==> config.mk <==
export PLATFORM = sky130hd
export DESIGN_NAME = pb_noc_link_pipe
export DESIGN_NICKNAME = d
export VERILOG_FILES = /design/src/rtl/pb_noc_link_pipe.sv
export SDC_FILE = /design/constraint.sdc
export NUM_CORES = 1
export LEC_CHECK = 0
export CORE_MARGIN = 2
export CORE_UTILIZATION = 45
export DETAILED_ROUTE_END_ITERATION = 10
export PLACE_DENSITY_LB_ADDON = 0.08
export SYNTH_ARGS = -nofsm -noshare
export SYNTH_HDL_FRONTEND = slang
export SYNTH_SLANG_ARGS = --single-unit
export TNS_END_PERCENT = 5
==> constraint.sdc <==
create_clock -name clk_i -period 2 [get_ports clk_i]
set_input_delay 0.2 -clock clk_i [delete_from_list [all_inputs] [get_ports clk_i]]
set_output_delay 0.2 -clock clk_i [all_outputs]
set_load 0.02 [all_outputs]
==> src/rtl/pb_noc_link_pipe.sv <==
// Elastic pipeline for one inter-tile NoC link channel: a chain of 2-entry skid
// stages that registers valid, data and ready, plus saturating flit/stall counters.

module pb_noc_link_stage #(
    parameter int DataWidth = 64
) (
    input  logic                 clk,
    input  logic                 rst_n,
    input  logic                 in_valid,
    output logic                 in_ready,
    input  logic [DataWidth-1:0] in_data,
    output logic                 out_valid,
    input  logic                 out_ready,
    output logic [DataWidth-1:0] out_data
);
    // Encoding chosen so out_valid and in_ready are single state flop bits.
    typedef enum logic [1:0] {
        EMPTY = 2'b00,
        ONE   = 2'b01,
        FULL  = 2'b11
    } state_t;

    state_t               state, state_next;
    logic [DataWidth-1:0] head, skid;
    logic                 push, pop;

    assign push     = in_valid & in_ready;
    assign pop      = out_valid & out_ready;
    assign out_data = head;

    always_ff @(posedge clk or negedge rst_n) begin
        if (!rst_n) begin
            state <= EMPTY;
        end else begin
            state <= state_next;
        end
    end

    always_comb begin
        state_next = state;
        case (state)
            EMPTY: if (push) state_next = ONE;
            ONE: begin
                if (push && !pop) begin
                    state_next = FULL;
                end else if (pop && !push) begin
                    state_next = EMPTY;
                end
            end
            FULL:    if (pop) state_next = ONE;
            default: state_next = EMPTY;
        endcase
    end

    always_comb begin
        in_ready  = ~state[1];
        out_valid = state[0];
    end

    // head always shows the oldest flit; skid catches the one arriving during a stall.
    always_ff @(posedge clk or negedge rst_n) begin
        if (!rst_n) begin
            head <= '0;
            skid <= '0;
        end else if (push) begin
            if (state == EMPTY || (state == ONE && pop)) begin
                head <= in_data;
            end else if (state == ONE) begin
                skid <= in_data;
            end
        end else if (pop && state == FULL) begin
            head <= skid;
        end
    end
endmodule

module pb_noc_link_pipe #(
    parameter int DataWidth = 64,
    parameter int NumStages = 1,
    parameter int CntWidth  = 32
) (
    input  logic                 clk_i,
    input  logic                 rst_ni,
    input  logic                 clr_i,
    input  logic                 in_valid_i,
    output logic                 in_ready_o,
    input  logic [DataWidth-1:0] in_data_i,
    output logic                 out_valid_o,
    input  logic                 out_ready_i,
    output logic [DataWidth-1:0] out_data_o,
    output logic [CntWidth-1:0]  flit_cnt_o,
    output logic [CntWidth-1:0]  stall_cnt_o,
    output logic [(NumStages == 0 ? 1 : $clog2(2*NumStages+1))-1:0] occupancy_o
);
    localparam int OccWidth = (NumStages == 0) ? 1 : $clog2(2 * NumStages + 1);

    logic flit_evt, stall_evt;

    generate
        if (NumStages == 0) begin : g_pass
            assign out_valid_o = in_valid_i;
            assign out_data_o  = in_data_i;
            assign in_ready_o  = out_ready_i;
            assign occupancy_o = '0;
        end else begin : g_pipe
            logic [NumStages:0]   valid_chain;
            logic [NumStages:0]   ready_chain;
            logic [DataWidth-1:0] data_chain [NumStages+1];
            logic                 push, pop;
            logic [OccWidth-1:0]  occ;

            assign valid_chain[0]         = in_valid_i;
            assign data_chain[0]          = in_data_i;
            assign in_ready_o             = ready_chain[0];
            assign out_valid_o            = valid_chain[NumStages];
            assign out_data_o             = data_chain[NumStages];
            assign ready_chain[NumStages] = out_ready_i;

            for (genvar k = 0; k < NumStages; k++) begin : g_stage
                pb_noc_link_stage #(
                    .DataWidth(DataWidth)
                ) u_stage (
                    .clk      (clk_i),
                    .rst_n    (rst_ni),
                    .in_valid (valid_chain[k]),
                    .in_ready (ready_chain[k]),
                    .in_data  (data_chain[k]),
                    .out_valid(valid_chain[k+1]),
                    .out_ready(ready_chain[k+1]),
                    .out_data (data_chain[k+1])
                );
            end

            assign push = in_valid_i & in_ready_o;
            assign pop  = out_valid_o & out_ready_i;

            always_ff @(posedge clk_i or negedge rst_ni) begin
                if (!rst_ni) begin
                    occ <= '0;
                end else if (push && !pop) begin
                    occ <= occ + OccWidth'(1);
                end else if (pop && !push) begin
                    occ <= occ - OccWidth'(1);
                end
            end

            assign occupancy_o = occ;
        end
    endgenerate

    assign flit_evt  = out_valid_o & out_ready_i;
    assign stall_evt = out_valid_o & ~out_ready_i;

    // Clear has priority over a same-cycle event; both counters stick at all-ones.
    always_ff @(posedge clk_i or negedge rst_ni) begin
        if (!rst_ni) begin
            flit_cnt_o  <= '0;
            stall_cnt_o <= '0;
        end else if (clr_i) begin
            flit_cnt_o  <= '0;
            stall_cnt_o <= '0;
        end else begin
            if (flit_evt && flit_cnt_o != '1) begin
                flit_cnt_o <= flit_cnt_o + CntWidth'(1);
            end
            if (stall_evt && stall_cnt_o != '1) begin
                stall_cnt_o <= stall_cnt_o + CntWidth'(1);
            end
        end
    end
endmodule

* Word level (Yosys, flattened, before mapping)
Index checks and enable logic that the tools add are counted. W data, S select, Z words.
Cells by class: add/sub/neg operators 4, multiply operators 0, div/mod/pow operators 0, $lt $le $gt $ge 0, equality and inequality tests 8, shifts and indexed selects 0, mux-type cells 14, bitwise gates (word level) 6, reductions and logical operators 17
Operators with widths (count):
- $mux W64 | 3
- $mux W32 | 4
- $add A32 B1 Y32 const B | 2
- $ne A32 B32 Y1 const B | 2
- $mux W2 | 6
- $reduce_bool A2 Y1 | 4
- $logic_and A1 B1 Y1 | 6
- $pmux W2 S3 | 1
- $reduce_and A3 Y1 | 2
- $ne A2 B2 Y1 const B | 2
- $and A1 B1 Y1 | 3
- $ne A3 B3 Y1 const B | 1
- $not A1 Y1 | 3
- $add A2 B1 Y2 const B | 1
- $eq A2 B1 Y1 const B | 1
- $eq A2 B2 Y1 const B | 1
- $logic_not A1 Y1 | 2
- $logic_not A2 Y1 | 1
- $ne A2 B1 Y1 const B | 1
- $reduce_and A2 Y1 | 1
- $sub A2 B1 Y2 const B | 1
- $logic_or A1 B1 Y1 | 1
Word-level totals: bits in registers 196, latch bits 0, memory bits (writable) 0, bits in read-only memories 0, output and inout port bits 132, logic and storage cells 55, memories 0

* Longest topological paths before layout
Gate-level depths: netlist (run 1).
depth in word-level cells 7, depth in mapped cells 8, mapped depth without buffers 7

* Modules after synthesis
A second synthesis (run 1) with hierarchy kept.
Second synthesis, totals: cells, all modules 840, area, all modules 9306.4 µm²
Modules (own cells, without submodules):
- pb_noc_link_stage | instances 1, cells each 437, area each 5576.6 µm², sequential area each 3253.1 µm²
- pb_noc_link_pipe | instances 1, cells each 403, area each 3729.8 µm², sequential area each 1651.6 µm²

* Least setup slack after synthesis (run 1)
Ideal clock, no wire load.
path type register -> register, start point reg g_pipe.g_stage[0].u_stage.state[1], end point reg g_pipe.g_stage[0].u_stage.state[0], setup time 0.139 ns, arrival 1.997 ns, required time 1.861 ns, setup slack -0.136 ns, stages on the path, launching flop included 7, cell sequence dfrtp_1 -> nor2b_1 -> clkbuf_1 -> clkbuf_1 -> ha_1 -> a221oi_1 -> o21ai_0
Between the ends: longest elaborated chain between the ends 6, elaborated cells on any way between the ends 14, those cells by class 5 x eq/ne; 2 x mux; 2 x bitwise; 5 x reduce/logical
Ends and longest elaborated chain:
- start, declared | RTL line 23 | state_t state, state_next;
- start signal, assigned | RTL line 35 | state <= state_next;
- $not A1 Y1 | RTL line 56 | in_ready = ~state[1];
- $and A1 B1 Y1 | RTL line 27 | assign push = in_valid & in_ready;
- $logic_not A1 Y1 | RTL line 46 | end else if (pop && !push) begin
- $logic_and A1 B1 Y1 | RTL line 46
- $ne A3 B3 Y1 (no line)
- $reduce_and A3 Y1 (no line)
Several ways; a longest one is shown, not always the timed one. A chain may end at the register's enable or synchronous reset.

* Worst setup path after layout (run 1)
start point reg flit_cnt_o[1], end point reg flit_cnt_o[17]
Between the ends: longest elaborated chain between the ends 3, elaborated cells on any way between the ends 6, those cells by class 1 x add/sub; 1 x eq/ne; 2 x mux; 2 x reduce/logical
Ends and longest elaborated chain:
- start, declared | RTL line 91 | output logic [CntWidth-1:0] flit_cnt_o,
- start signal, assigned | RTL line 164 | flit_cnt_o <= flit_cnt_o + CntWidth'(1);
- $add A32 B1 Y32 or $ne A32 B32 Y1 (tied branches) | RTL line 164, 163
- $mux W32 or $logic_and A1 B1 Y1 (tied branches) | RTL line 163 | if (flit_evt && flit_cnt_o != '1) begin
- $mux W32 or $reduce_bool A2 Y1 (tied branches)
Several ways; a longest one is shown, not always the timed one. The select of a mux whose other input is x is not followed.

==> impl_metrics.tcl, run 1 <==
set metrics [dict create \
    synthCells 835 \
    drive_above_1_share_pct 20.7 \
    power_leakage_nw 5.53 \
    synthesis.area_sq_um 9200 \
    rr_worst_depth 6 \
    finalMaxSlewViolations 0 \
    overflow 0 \
    antenna_cells 0 \
    grt_antenna_before_repair 0 \
    htree_levels 4 \
    grt_pass1_vias 7130 \
    comb_power_share_pct 38.6 \
    final_antenna_net_count 0 \
    syn_avg_cell_area_sq_um 11.0 \
    cts-root-buf "clkbuf_16" \
    cts_num_sinks 196 \
    finalPower_mw 15.6 \
    fin_nets 1186 \
    clkSlewWorstSetupHoldPaths_ps 70 \
    fp.dieH_microns 147 \
    internal-power_mw 10.3 \
    path_class "reg -> reg" \
    clock_power_share_pct 22.5 \
    whs_path_depth 2 \
    grt.met1_usage_pct 28.5 \
    finalWirelength_microns 22000 \
    synth_enable_flop_cells 0 \
    grt_pass1_wl_microns 35800 \
    place_congestion 0.808 \
    yosys.area.top_type_share_pct 53.3 \
    fin_crit_ps 1950 \
    top_usage_layer "met2" \
    dr.pass1.iters 4 \
    required_ps 2310 \
    synth_fp_nets 911 \
    synth_async_sr_flop_share_pct 100 \
    max_freq_mhz 512 \
    ys_seq_area_share_pct 53.3 \
    hold_viol 0 \
    numCtsBuffers 17 \
    vias_per_cell 5.23 \
    synth_commonest_cells "dfrtp_1 (196), a21oi_1 (101), nor2_1 (97), mux2_2 (67), mux2i_1 (66)" \
    setup-tns-final_ps 0 \
    yosysMostFrequentCell "dfrtp_1" \
    io_pins 201 \
    grt_util_met2_pct 32.2 \
    syn2layout_area_growth_pct 40.7 \
    grt_max_degree 49 \
    dieArea_sq_um 21600 \
    worstMarginPinSlew_ps 468 \
    cap_violations 0 \
    yosysWarnings 0 \
    sw_frac_of_total_pct 34.1 \
    initial_utilization_pct 45.6 \
    dp_hpwl_microns 15500 \
    ys.flop_type "dfrtp_1" \
    coreArea_sq_um 20200 \
    status "complete, no violations" \
    cp-end-kind "flop" \
    fillers 1698 \
    startpoint_type "flop" \
    p_switching_mw 5.31 \
    grtUsageMet3_pct 5.06 \
    drc_errors 0 \
    ir_worst_vdd_mv 0.720 \
    dieWidth_microns 147 \
    rows 52 \
    yosys-top-cells-area "dfrtp_1 (53%), mux2_2 (8.2%), mux2i_1 (7.2%), a21oi_1 (5.5%), nor2_1 (4.0%)" \
    synth_cell_types 59 \
    wl_per_cell_microns 15.8 \
    cts_tree "done" \
    maxSlewHeadroom_pct 68.8 \
    powerDensity_nw_per_um2 1200 \
    synth_seq_cells 196 \
    path_max_fanout 6 \
    fin_skew_ps 15.1 \
    clk_path_buf_depth 2 \
    finalSetupViolCount 0 \
    synth_area_leader_cell "dfrtp_1" \
    pwr-share-seq_pct 38.9 \
    drtIter0Drc 299 \
    cp.arrival_ps 2260 \
    rsz0062_at_grt "yes" \
    hp-class "in -> reg" \
    track_usage_pct 20.4 \
    vias 7280 \
    period_share_pct 97.6 \
    clock_latency_ps 430 \
    timing.hold.ws_ps 216 \
    io_buffer_count 200 \
]
## power by group through the flow
| stage | registers, mW | logic, mW | clock network (mW) |
|---|---|---|---|
| 6_report | 6.06 | 6.00 | 3.50 |
| 5_1_grt | 6.23 | 6.52 | 3.74 |
| 4_1_cts | 6.08 | 6.08 | 3.58 |
| 3_5_place_dp | 6.14 | 6.05 | 0 |
| 3_3_place_gp | 6.10 | 5.96 | 0 |
| 2_1_floorplan | 6.89 | 2.52 | 0 |
## flip-flops by register name (all words and copies together), names as in the netlist
register / flops
g_pipe.g_stage.u_stage.out_data: 64
flit_cnt_o: 32
occupancy_o: 2
stall_cnt_o: 32
g_pipe.g_stage.u_stage.skid: 64
g_pipe.g_stage.u_stage.state: 2
## logic make-up (layout without fill, tap and decap cells)
family | after synthesis | count (layout) | share of synthesized area, %
compound gates | 160 | 160 | 10.0
buf+inv | 59 | 346 | 2.80
mux | 139 | 139 | 16.1
simple gates | 257 | 257 | 15.2
flops | 196 | 196 | 53.3
fa+ha+maj | 7 | 7 | 0.952
xor+xnor | 17 | 17 | 1.62
## path summary, 6_finish.rpt
check,end,slack [ps],start
worst max-delay path,flit_cnt_o[17]$_DFFE_PN0P_,50,flit_cnt_o[1]$_DFFE_PN0P_
worst min-delay path,flit_cnt_o[2]$_DFFE_PN0P_,220,clr_i
worst max register to register,flit_cnt_o[17]$_DFFE_PN0P_,50,flit_cnt_o[1]$_DFFE_PN0P_
worst min register to register,g_pipe.g_stage[0].u_stage.skid[30]$_DFFE_PN0P_,510,g_pipe.g_stage[0].u_stage.skid[30]$_DFFE_PN0P_
max in group asynchronous,g_pipe.g_stage[0].u_stage.skid[15]$_DFFE_PN0P_,1060,rst_ni
min in group asynchronous,flit_cnt_o[16]$_DFFE_PN0P_,270,rst_ni
## worst max-delay path, cell delays in order, from the launching register on
cell and delay (ps):
dfrtp_1 420, ha_1 220, and4_4 170, and2_2 200, and3_4 180, nor4_1 310, mux2_1 350
## cell usage in the layout, fill, tap and decap left out, types with 4 or more instances in the layout
cell and count:
buf_4 85, xnor2_1 11, buf_12 16, dfrtp_1 193, clkinv_8 4, nor2b_1 9, mux2_1 6, ha_1 7
or3_1 28, nand4_1 15, nand2_1 31, xor2_1 6, nand3_1 17, nor4_1 8, and3_1 8, mux2_2 67
clkbuf_16 17, mux2i_1 66, or4_1 9, inv_6 4, and4_1 6, inv_1 12, o31ai_1 8, o21ai_0 24
clkdlybuf4s50_1 198, a21oi_1 101, nor2_1 97
## metrics by stage
stage               util, %  instances  setup WS [ps]  cell area (sq um)
finish                 64.2       1392           47.8              12900
global route           64.2       1392          -45.5              12900
CTS                    64.1       1391           29.7              12900
detailed placement     61.0       1359           -260              12300
global placement       61.0       1359           -234              12300
floorplan                 -        835           -102               9200
## per-layer routing
metal / up-vias / part of all wire [%]
met5: - / 0
met4: 0 / 1.6
li1: 3571 / -
met2: 156 / 47
met1: 3529 / 47
met3: 24 / 5.3
## final cells by class
| type | instances | area, sq um | share of cell area [%] |
|---|---|---|---|
| timing repair buffer | 302 | 2970 | 22.9 |
| clock inverter | 14 | 181 | 1.40 |
| inverter | 13 | 48.8 | 0.377 |
| tap | 270 | 338 | 2.61 |
| multi-input combinational | 580 | 4080 | 31.5 |
| clock buffer | 17 | 425 | 3.29 |
| sequential | 196 | 4910 | 37.9 |
## timing repair
action	4_1_cts	5_1_grt
hold buffers	1	0
gates resized for setup	0	10
setup endpoints to repair	0	26
setup buffers	0	1
hold endpoints to repair	44	0
Note: power is estimated with default switching activity, not from simulation.
==> run 2, diff against run 1 <==
Settings changed: ABC_CLOCK_PERIOD_IN_PS set to 2000, SKIP_CTS_REPAIR_TIMING set to 1.
==> run 2 against run 1 <==
Effect of this change: sequential power hardly changed; non-clock buffer count unchanged; sequential cell count unchanged; via count is 0.12% higher; clock power about the same.
==> impl_metrics.tcl, run 2 (synthesized netlist as in run 1, its figures left out) <==
set metrics [dict create \
    cts_tree "done" \
    maxSlewHeadroom_pct 68.3 \
    layout.cells.non_filler 1392 \
    path_max_fanout 6 \
    clock_latency_ps 430 \
    multi_input_area_sq_um 4080 \
    vias 7289 \
    final_antenna_net_count 0 \
    powerDensity_nw_per_um2 1200 \
    finalPower_mw 15.6 \
    dp.cells 1359 \
    drtIter0Drc 325 \
    max_freq_mhz 514 \
    dp_hpwl_microns 15500 \
    sw_frac_of_total_pct 34.1 \
    finalWirelength_microns 22000 \
    power_leakage_nw 5.53 \
    required_ps 2310 \
    cts-root-buf "clkbuf_16" \
    htree_levels 4 \
    place_congestion 0.808 \
    period_share_pct 97.3 \
    drive_above_1_share_pct 20.7 \
    antenna_cells 0 \
    clock_power_share_pct 22.5 \
    initial_utilization_pct 45.6 \
    drc_errors 0 \
    finalMaxSlewViolations 0 \
    startpoint_type "flop" \
    seq_area_sq_um 4910 \
    fillers 1698 \
    status "complete, no violations" \
    grt_max_degree 49 \
    grt_antenna_before_repair 0 \
    rsz0062_at_grt "yes" \
    numCtsBuffers 17 \
    fin_skew_ps 15.2 \
    cp-end-kind "flop" \
    overflow 0 \
    clk_path_buf_depth 2 \
    comb_power_share_pct 38.5 \
    reg2reg_slack_ps 50 \
    syn2layout_area_growth_pct 40.7 \
    cts_num_sinks 196 \
    rows 52 \
    grt_pass1_vias 7130 \
    fin_util_pct 64.2 \
    grt_pass1_wl_microns 35800 \
    path_class "reg -> reg" \
    fin_nets 1186 \
    io_buffer_count 200 \
    cap_violations 0 \
    clkSlewWorstSetupHoldPaths_ps 80 \
    dieArea_sq_um 21600 \
    fin_crit_ps 1950 \
    hold_viol 0 \
    ir_worst_vdd_mv 0.720 \
    finalSetupViolCount 0 \
    worstMarginPinSlew_ps 475 \
    hp-class "in -> reg" \
    final_common_cell "clkdlybuf4s50_1" \
    coreArea_sq_um 20200 \
    fp.dieH_microns 147 \
    dieWidth_microns 147 \
    internal-power_mw 10.3 \
    wl_per_cell_microns 15.8 \
    layout_common_cells "clkdlybuf4s50_1 (198), dfrtp_1 (193), a21oi_1 (101)" \
    dr.pass1.iters 4 \
    p_switching_mw 5.31 \
    cp.arrival_ps 2260 \
    setup-tns-final_ps 0 \
    io_pins 201 \
    track_usage_pct 20.4 \
    pwr-share-seq_pct 38.9 \
    vias_per_cell 5.24 \
]
run 2: cell counts in the layout (fill, tap and decap cells not counted):
Identical to the previous run, type by type.
run 2: worst max-delay path, cell delays in order, from the launching register on:
cell     delay [ps]
dfrtp_1         420
ha_1            220
and4_4          170
and2_2          200
and3_4          180
nor4_1          310
mux2_1          350
run 2: through the flow:
stage / hold WS, ps / instance area [sq um] / setup WS, ps
detailed placement: 175 / 12300 / -260
finish: 221 / 12900 / 54.6
global route: 232 / 12900 / -45.5
floorplan: -95.6 / 9200 / -102
CTS: -287 / 12900 / 29.7
global placement: 175 / 12300 / -234
run 2: per-layer routing:
metal  up-vias  GRT usage [%]  routed length [microns]
met1      3540           28.5                    10300
met3        24           5.06                     1170
met2       155           32.2                    10100
li1       3570              -                        -
met4         0           5.58                      345
met5         -              0                        0
run 2: layout make-up:
type	count	area share [%]
sequential	196	37.9
multi-input combinational	580	31.5
timing repair buffer	302	22.9
clock buffer	17	3.29
tap	270	2.61
clock inverter	14	1.40
inverter	13	0.377
run 2: path summary, 6_finish.rpt:
| path | start | end | depth (start not counted) |
|---|---|---|---|
| max in group asynchronous | rst_ni | g_pipe.g_stage[0].u_stage.skid[15]$_DFFE_PN0P_ | 3 |
| hold reg to reg | g_pipe.g_stage[0].u_stage.skid[30]$_DFFE_PN0P_ | g_pipe.g_stage[0].u_stage.skid[30]$_DFFE_PN0P_ | 1 |
| hold / removal | clr_i | flit_cnt_o[2]$_DFFE_PN0P_ | 2 |
| setup / recovery | flit_cnt_o[1]$_DFFE_PN0P_ | flit_cnt_o[17]$_DFFE_PN0P_ | 6 |
| min in group asynchronous | rst_ni | flit_cnt_o[16]$_DFFE_PN0P_ | 2 |
| setup reg to reg | flit_cnt_o[1]$_DFFE_PN0P_ | flit_cnt_o[17]$_DFFE_PN0P_ | 6 |
run 2: power groups by stage:
stage	Combinational, mW	Clock (mW)	Sequential, mW
2_1_floorplan	2.52	0	6.89
3_3_place_gp	5.96	0	6.10
3_5_place_dp	6.05	0	6.14
4_1_cts	6.08	3.58	6.08
5_1_grt	6.52	3.74	6.23
6_report	6.00	3.51	6.06
==> run 3, diff against run 2 <==
Settings changed: ABC_CLOCK_PERIOD_IN_PS 2000 to 2300, CORE_UTILIZATION 45 to 50, SLEW_MARGIN set to 30.
Clock period 2 ns to 2.3 ns, I/O delays scaled along.
==> run 3 against run 2 <==
Effect of this change: combinational power down 18%; final area decreased by 5.4%; first-iteration DRC count up 14%; power shrank 15%; worst setup slack gained 93 ps; final cell count decreased by 7.9%; hold slack improved by 79 ps; via count decreased by 3.8%; largest power group unchanged.
==> impl_metrics.tcl, run 3 (synthesized netlist as in run 1, its figures left out) <==
set metrics [dict create \
    final_common_cell "clkdlybuf4s50_1" \
    cts-root-buf "clkbuf_16" \
    layout_common_cells "clkdlybuf4s50_1 (198), dfrtp_1 (196), a21oi_1 (101)" \
    numCtsBuffers 17 \
    slowest_stage "dfrtp_1" \
    finalSetupViolCount 0 \
    grt_antenna_before_repair 0 \
    finalMaxSlewViolations 0 \
    final_antenna_net_count 0 \
    vias_per_cell 5.47 \
    rr_worst_depth 5 \
    track_usage_pct 22.3 \
    hold_viol 0 \
    grt_max_degree 66 \
    fin_nets 1116 \
    rows 49 \
    cp.arrival_ps 2460 \
    dieWidth_microns 140 \
    timing.hold.ws_ps 300 \
    ir_worst_vdd_mv 0.793 \
    coreArea_sq_um 18000 \
    crit_top_cell "and4_1" \
    powerDensity_nw_per_um2 1080 \
    hp-class "in -> reg" \
    grt_pass1_vias 6881 \
    worstMarginPinSlew_ps 589 \
    startpoint "flit_cnt_o[8]$_DFFE_PN0P_" \
    critPathMaxStageDelay_ps 440 \
    path_class "reg -> reg" \
    period_share_pct 93.6 \
    drtIter0Drc 371 \
    cts_num_sinks 196 \
    grt_pass1_wl_microns 35600 \
    initial_utilization_pct 51.1 \
    overflow 0 \
    io_buffer_count 200 \
    cp_cell_sequence "and4_1, and4_1, and3_4, nor4_1, mux2_1" \
    vias 7013 \
    r2r_end "flit_cnt_o[17]$_DFFE_PN0P_" \
    maxSlewHeadroom_pct 60.7 \
    dr.pass1.iters 4 \
    antenna_cells 0 \
    status "complete, no violations" \
    finalWirelength_microns 21300 \
    htree_levels 4 \
    cap_violations 0 \
    fp.dieH_microns 140 \
    power_leakage_nw 5.12 \
    worstHoldEndpoint "stall_cnt_o[20]$_DFFE_PN0P_" \
    path_max_fanout 13 \
    io_pins 201 \
    syn2layout_area_growth_pct 33.1 \
    clock_latency_ps 440 \
    required_ps 2610 \
    worstHoldStart "clr_i" \
    clkSlewWorstSetupHoldPaths_ps 80 \
    drive_above_1_share_pct 14.6 \
    reg2reg_slack_ps 150 \
    startpoint_type "flop" \
    place_congestion 0.788 \
    fin_skew_ps 15.7 \
    finalPower_mw 13.2 \
    cp-end-kind "flop" \
    rsz0062_at_grt "no" \
    timing.rr.start "flit_cnt_o[8]$_DFFE_PN0P_" \
    wl_per_cell_microns 16.6 \
    dp_hpwl_microns 14600 \
    max_freq_mhz 465 \
    setup-tns-final_ps 0 \
    drc_errors 0 \
    fin_crit_ps 2150 \
    cts_tree "done" \
    clk_path_buf_depth 2 \
    whs_path_depth 2 \
    dieArea_sq_um 19500 \
]
[run 3: cell count changes in the layout (fill, tap and decap cells not counted), moves of 2 or more]
cell,previous run,this run
and4_1,6,9
dfrtp_2,3,0
buf_4,85,22
buf_12,16,9
and4_2,2,0
dfrtp_1,193,196
[run 3: per-layer routing]
| layer | share of wire [%] | wire length (microns) | GRT usage, % |
|---|---|---|---|
| met1 | 46 | 9730 | 30.4 |
| met2 | 47 | 10000 | 35.8 |
| met3 | 5.8 | 1230 | 5.33 |
| met4 | 1.4 | 305 | 6.58 |
| met5 | 0 | 0 | 0 |
[run 3: worst max-delay path by stage]
| stage | endpoint | slack (ps) |
|---|---|---|
| 6_report | flit_cnt_o[17]$_DFFE_PN0P_ | 150 |
| 5_1_grt | flit_cnt_o[17]$_DFFE_PN0P_ | 30 |
| 4_1_cts | flit_cnt_o[17]$_DFFE_PN0P_ | 170 |
| 3_5_place_dp | flit_cnt_o[31]$_DFFE_PN0P_ | 30 |
| 3_3_place_gp | flit_cnt_o[31]$_DFFE_PN0P_ | 40 |
| 2_1_floorplan | g_pipe.g_stage[0].u_stage.state[0]$_DFFE_PN0P_ | 160 |
[run 3: area by class of cell]
type / count / area [sq um]
well taps: 229 / 287
flip-flops and latches: 196 / 4900
fillers: 1431 / 5780
clock inverters: 14 / 160
repair buffers: 232 / 2360
multi-input cells: 580 / 4060
clock buffers: 18 / 429
inverters: 13 / 48.8
[run 3: power by group]
group / total, mW / switching (mW) / internal (mW)
Combinational: 4.94 / 2.45 / 2.49
Clock: 2.95 / 1.49 / 1.46
Sequential: 5.32 / 0.663 / 4.65
[run 3: worst max-delay path: cells and delay by family (launching register included)]
family	cells	cell delay [ps]
DFF	1	440
muxes	1	360
and+or+nand+nor	4	1240
[run 3: stage by stage]
stage | utilization [%] | instances | setup WS [ps] | cell area (sq um)
floorplan | - | 835 | 164 | 9200
global placement | 64.6 | 1249 | 36.8 | 11600
detailed placement | 64.6 | 1249 | 32.4 | 11600
CTS | 67.9 | 1281 | 166 | 12200
global route | 67.9 | 1282 | 29.2 | 12200
finish | 67.9 | 1282 | 147 | 12200
